### config.mk
export PLATFORM = sky130hd
export DESIGN_NAME = debug_unit
export DESIGN_NICKNAME = d
export VERILOG_FILES = /design/src/rtl/debug_unit.sv
export SDC_FILE = /design/constraint.sdc
export NUM_CORES = 1
export LEC_CHECK = 0
export BUFFER_PORTS_ARGS = -buffer_cell sky130_fd_sc_hd__buf_2
export CAP_MARGIN = 10
export CORE_MARGIN = 2
export CORE_UTILIZATION = 30
export CTS_CLUSTER_SIZE = 12
export DETAILED_ROUTE_END_ITERATION = 16
export SETUP_SLACK_MARGIN = 0.4
export SYNTH_ARGS = -nofsm -noshare
export SYNTH_HDL_FRONTEND = slang
export SYNTH_SLANG_ARGS = --single-unit
### constraint.sdc
create_clock -name i_clock -period 6.13 [get_ports i_clock]
set_clock_uncertainty 0.15 [all_clocks]
set_input_delay 0.613 -clock i_clock [delete_from_list [all_inputs] [get_ports i_clock]]
set_output_delay 0.613 -clock i_clock [all_outputs]
set_load 0.005 [all_outputs]
### src/rtl/debug_unit.sv
// debug_unit: UART command front-end that runs, steps, stops and resets the MIPS pipeline
// and streams a counter/PC/register/memory snapshot back out byte by byte.
module debug_unit #(
    parameter int NB_REG       = 32,
    parameter int NB_BYTE      = 8,
    parameter int N_DUMP_WORDS = 64,
    parameter int NB_DUMP_ADDR = $clog2(N_DUMP_WORDS)
) (
    input  logic                    i_clock,
    input  logic                    i_reset,
    input  logic [NB_BYTE-1:0]      i_rx_data,
    input  logic                    i_rx_valid,
    output logic [NB_BYTE-1:0]      o_tx_data,
    output logic                    o_tx_valid,
    input  logic                    i_tx_ready,
    output logic                    o_pipe_valid,
    output logic                    o_pipe_reset,
    input  logic                    i_halt,
    input  logic [NB_REG-1:0]       i_pc,
    output logic [NB_DUMP_ADDR-1:0] o_dump_addr,
    input  logic [NB_REG-1:0]       i_dump_data,
    output logic                    o_busy
);
    localparam int N_BYTES = NB_REG / NB_BYTE;
    localparam int NB_BI   = (N_BYTES > 1) ? $clog2(N_BYTES) : 1;
    localparam logic [NB_BI-1:0]        LAST_BYTE = NB_BI'(N_BYTES - 1);
    localparam logic [NB_DUMP_ADDR-1:0] LAST_ADDR = NB_DUMP_ADDR'(N_DUMP_WORDS - 1);
    localparam logic [NB_BYTE-1:0] CMD_RUN  = NB_BYTE'(1);
    localparam logic [NB_BYTE-1:0] CMD_STEP = NB_BYTE'(2);
    localparam logic [NB_BYTE-1:0] CMD_DUMP = NB_BYTE'(3);
    localparam logic [NB_BYTE-1:0] CMD_STOP = NB_BYTE'(4);
    localparam logic [NB_BYTE-1:0] CMD_RST  = NB_BYTE'(5);

    typedef enum logic [2:0] {IDLE, RUN, STEP, RST, DUMP_LOAD, DUMP_WAIT, DUMP_SEND} state_t;
    typedef enum logic [1:0] {W_CNT, W_PC, W_MEM} word_t;

    state_t                  state_q;
    word_t                   word_q;
    logic                    pipe_valid_q, pipe_reset_q, halted_q, tx_valid_q;
    logic [NB_REG-1:0]       cnt_q, cnt_d, pc_q, sh_q;
    logic [NB_DUMP_ADDR-1:0] addr_q;
    logic [NB_BI-1:0]        bidx_q;
    logic                    cmd_run, cmd_step, cmd_dump, cmd_stop, cmd_rst, tx_accept;

    assign cmd_run   = i_rx_valid && i_rx_data == CMD_RUN;
    assign cmd_step  = i_rx_valid && i_rx_data == CMD_STEP;
    assign cmd_dump  = i_rx_valid && i_rx_data == CMD_DUMP;
    assign cmd_stop  = i_rx_valid && i_rx_data == CMD_STOP;
    assign cmd_rst   = i_rx_valid && i_rx_data == CMD_RST;
    assign tx_accept = tx_valid_q && i_tx_ready;
    assign cnt_d     = cnt_q + NB_REG'(pipe_valid_q);

    always_ff @(posedge i_clock or negedge i_reset) begin
        if (!i_reset) begin
            state_q      <= IDLE;
            word_q       <= W_CNT;
            pipe_valid_q <= 1'b0;
            pipe_reset_q <= 1'b1;
            halted_q     <= 1'b0;
            tx_valid_q   <= 1'b0;
            cnt_q        <= '0;
            pc_q         <= '0;
            sh_q         <= '0;
            addr_q       <= '0;
            bidx_q       <= '0;
        end else begin
            cnt_q        <= cnt_d;
            pipe_reset_q <= 1'b0;
            case (state_q)
                IDLE: begin
                    if ((cmd_run || cmd_step) && !halted_q) begin
                        state_q      <= cmd_run ? RUN : STEP;
                        pipe_valid_q <= 1'b1;
                    end else if (cmd_rst) begin
                        state_q      <= RST;
                        pipe_reset_q <= 1'b1;
                        cnt_q        <= '0;
                        halted_q     <= 1'b0;
                    end else if (cmd_dump) begin
                        // counter and PC are frozen here so the snapshot is coherent
                        state_q    <= DUMP_SEND;
                        word_q     <= W_CNT;
                        pc_q       <= i_pc;
                        sh_q       <= cnt_q;
                        tx_valid_q <= 1'b1;
                        bidx_q     <= '0;
                    end
                end
                RUN: begin
                    if (i_halt || cmd_stop) begin
                        state_q      <= IDLE;
                        pipe_valid_q <= 1'b0;
                        halted_q     <= i_halt;
                    end
                end
                STEP: begin
                    state_q      <= IDLE;
                    pipe_valid_q <= 1'b0;
                end
                RST:       state_q <= IDLE;
                DUMP_LOAD: state_q <= DUMP_WAIT;
                DUMP_WAIT: begin
                    state_q    <= DUMP_SEND;
                    word_q     <= W_MEM;
                    sh_q       <= i_dump_data;
                    tx_valid_q <= 1'b1;
                end
                DUMP_SEND: begin
                    if (tx_accept) begin
                        sh_q   <= sh_q << NB_BYTE;
                        bidx_q <= bidx_q + NB_BI'(1);
                        if (bidx_q == LAST_BYTE) begin
                            bidx_q <= '0;
                            if (word_q == W_CNT) begin
                                sh_q   <= pc_q;
                                word_q <= W_PC;
                            end else begin
                                tx_valid_q <= 1'b0;
                                if (word_q == W_MEM && addr_q == LAST_ADDR) begin
                                    state_q <= IDLE;
                                    addr_q  <= '0;
                                end else begin
                                    state_q <= DUMP_LOAD;
                                    addr_q  <= (word_q == W_MEM) ? addr_q + NB_DUMP_ADDR'(1) : addr_q;
                                end
                            end
                        end
                    end
                end
                default: state_q <= IDLE;
            endcase
        end
    end

    assign o_tx_data    = sh_q[NB_REG-1 -: NB_BYTE];
    assign o_tx_valid   = tx_valid_q;
    assign o_pipe_valid = pipe_valid_q;
    assign o_pipe_reset = pipe_reset_q;
    assign o_dump_addr  = addr_q;
    assign o_busy       = state_q != IDLE;
endmodule

==> flow_metrics.env <==
export IMPL_nets=764
export IMPL_synth_cells=625
export IMPL_dieArea_um2=22450
export IMPL_htreeDepth=4
export IMPL_regArea_um2=2830
export IMPL_post_cts_setup_buffers=0
export IMPL_place_ws_ns=2.484
export IMPL_slew_violations=0
export IMPL_synth_avg_cell_area_um2=10.21
export IMPL_initialDrtViolationCount=405
export IMPL_irDropWorstVdd_mv=0.2117
export IMPL_yosysSeqAreaShare_pct=44.33
export IMPL_vias=5231
export IMPL_hold_path_class="primary input to asynchronous set/reset pin"
export IMPL_status="finished clean"
export IMPL_crit_slowest_cell="o211a_1"
export IMPL_wl_per_cell_um=18.35
export IMPL_start_util_pct=30.45
export IMPL_synthFlopType="dfrtp_1"
export IMPL_cpMostUsedCell="buf_4"
export IMPL_worst_pin_slew_ns=1.101
export IMPL_setup_viol=0
export IMPL_via_per_inst=5.404
export IMPL_die_h_um=149.8
export IMPL_finalCriticalPeriod_ns=3.685
export IMPL_path_delay_family="simple AND/OR/NAND/NOR gates"
export IMPL_cp_arrival_ns=3.83
export IMPL_cts_root_buf="clkbuf_16"
export IMPL_clock_sinks=113
export IMPL_maxCapViolCount=0
export IMPL_clk_pin_slew_ns=0.05
export IMPL_io_pins=95
export IMPL_grt_max_degree=74
export IMPL_hold_viol_final=0
export IMPL_setup_slack_ns=2.445
export IMPL_die_x_um=149.8
export IMPL_crit_required_ns=6.28
export IMPL_clk_latency_ns=0.42
export IMPL_holdWs_ns=0.1879
export IMPL_dp_hpwl_um=12030
export IMPL_yosysWarnings=0
export IMPL_synth_cell_types=54
export IMPL_drive_gt1_share_pct=29.29
export IMPL_gr_usage_met2_pct=26.71
export IMPL_ant_nets=0
export IMPL_use_met1_pct=22.19
export IMPL_routabilityCongestion=0.7912
export IMPL_max_freq_mhz=271.4
export IMPL_synthArstFlopShare_pct=100.0
export IMPL_design_core_area_um2=20960
export IMPL_max_stage_delay_ns=0.67
export IMPL_criticalPathCategory="flip-flop to flip-flop"
export IMPL_syn_area_um2=6381
export IMPL_drtPass1Iterations=4
export IMPL_power_density_nw_per_um2=409.8
export IMPL_port_buffers=94
export IMPL_cp_start_kind="flip-flop"
export IMPL_drc=0
export IMPL_period_share_pct=60.12
export IMPL_p_leak_nw=3.257
export IMPL_cts_tree="yes"
export IMPL_multi_input_area_um2=3226
export IMPL_slew_headroom_pct=26.63
export IMPL_crit_fanout=58
export IMPL_fill_cells=2168
export IMPL_grt_pass1_vias=5154
export IMPL_synth_edff_count=0
export IMPL_cts_resized=0
export IMPL_worst_path_buf_inv=2
export IMPL_synthesis_nets=706
export IMPL_rsz0062_at_grt="no"
export IMPL_area_growth_pct=17.49
export IMPL_grt_pass1_wl_um=28520
export IMPL_grt_antenna_before_repair=0
export IMPL_antennaDiodeCount=0
export IMPL_grtUsageMet3_pct=3.232
export IMPL_synth_seq_cells=113
export IMPL_fin_area_um2=7497
export IMPL_grt_busiest_layer="met2"
export IMPL_crit_path_cell_trace="buf_4 -> and3b_1 -> nand3_1 -> o211a_1 -> buf_4 -> mux2_2"
export IMPL_cts_buffers=17
export IMPL_cts_hold_buf=0
export IMPL_std_cell_rows=53
export IMPL_wl_um=17770
export IMPL_grtUsageTotal_pct=16.45
export IMPL_clock_path_buffers=2
export IMPL_placed_area_um2=6952
export IMPL_finalSetupTns_ns=0
export IMPL_endpoint_kind="flip-flop"
export IMPL_grt_ovfl_total=0
[path summary, 6_finish.rpt]
path / to / startpoint / cells past startpoint / slack (ns)
setup / recovery: sh_q[19] / state_q[0] / 6 / 2.44
hold / removal: pc_q[4] / i_reset / 1 / 0.19
setup reg to reg: sh_q[19] / state_q[0] / 6 / 2.44
hold reg to reg: bidx_q[0] / bidx_q[0] / 1 / 0.34
max in group asynchronous: pc_q[23] / i_reset / 2 / 4.54
min in group i_clock: pc_q[10] / i_pc[10] / 2 / 0.28
[area by class of cell]
| cell class | count | share of cell area, % |
|---|---|---|
| Timing Repair Buffer | 100 | 6.909 |
| Clock buffer | 23 | 6.509 |
| Inverter | 9 | 0.4506 |
| Clock inverter | 6 | 0.7677 |
| Multi-Input combinational cell | 442 | 43.02 |
| Tap cell | 275 | 4.589 |
| Sequential cell | 113 | 37.75 |
[report_power, final]
part	switching (mW)	internal, mW	total (mW)
sequential	0.232	0.957	1.19
combinational	0.518	0.447	0.966
clock	0.329	0.589	0.918
[layer usage]
metal | wire [um] | part of all wire (%) | vias up
met5 | 0 | 0 | -
met1 | 8171 | 46 | 2631
li1 | - | - | 2447
met3 | 636 | 3.6 | 23
met4 | 279 | 1.6 | 0
met2 | 8680 | 49 | 130
[registers in the layout, summed over array words and instances, names as in the netlist]
signal	count
pc_q	32
halted_q	1
o_tx_valid	1
sh_q	32
bidx_q	2
cnt_q	32
o_pipe_reset	1
o_pipe_valid	1
o_dump_addr	6
word_q	2
state_q	3
[placed cells by master, fill, tap and decap left out, drive strengths merged, types with 3 or more instances in the layout]
cell type	instances
dfrtp	112
buf	100
mux2	65
a21oi	56
nand3	49
nand2b	34
a32o	25
nand2	24
a211o	24
clkbuf	23
nor2	19
o31ai	15
or4	14
nand4	13
o21ai	13
inv	9
a221o	8
xnor2	7
and4	6
xor2	6
nor4	6
or3	5
nor2b	4
o21bai	4
ha	4
clkinv	4
nor3	3
and3b	3
nand3b	3
and3	3
mux2i	3
or4b	3
or2b	3
[synthesized netlist by cell type (all sizes together) (2+ instances only)]
cell	number	area (um2)
nand3b	3	22.52
nand4	13	81.33
and4	6	52.55
and3b	3	26.28
nor3	3	15.01
clkbuf	43	161.4
xor2	6	52.55
and3	3	18.77
nor2b	4	25.02
o21ai	13	65.06
a2bb2oi	2	17.52
or4b	3	30.03
o31ai	15	112.6
mux2i	3	30.03
mux2	65	732.0
nor4	6	43.79
nand2	24	90.09
a32o	25	250.2
nor2	19	71.32
ha	4	50.05
nand2b	34	212.7
nor3b	2	15.01
buf	18	138.9
o21bai	4	30.03
xnor2	7	61.31
or2b	3	22.52
a211o	24	210.2
nand3	49	250.2
or3	5	31.28
a31oi	2	12.51
a221o	8	80.08
and2	2	12.51
a21oi	56	280.3
or4	14	105.1
dfrtp	112	2803
inv	9	33.78
[through the flow]
stage | instances | util, % | total power [mW]
global placement | 939 | 33.17 | 2.137
detailed placement | 939 | 33.17 | 2.161
global route | 968 | 35.78 | 3.291
floorplan | 625 | - | 1.927
finish | 968 | 35.78 | 3.072
CTS | 968 | 35.78 | 3.094
[cells by family (layout without fill, tap and decap cells)]
logic type,Yosys count,after routing,share of synthesized area (%)
compound gates,157,157,17.75
flops,113,113,44.33
simple gates,200,200,18.18
buf+inv,70,138,5.235
mux,68,68,11.94
fa+ha+maj,4,4,0.7843
xor+xnor,13,13,1.784
Note: power is estimated with default switching activity, not from simulation.
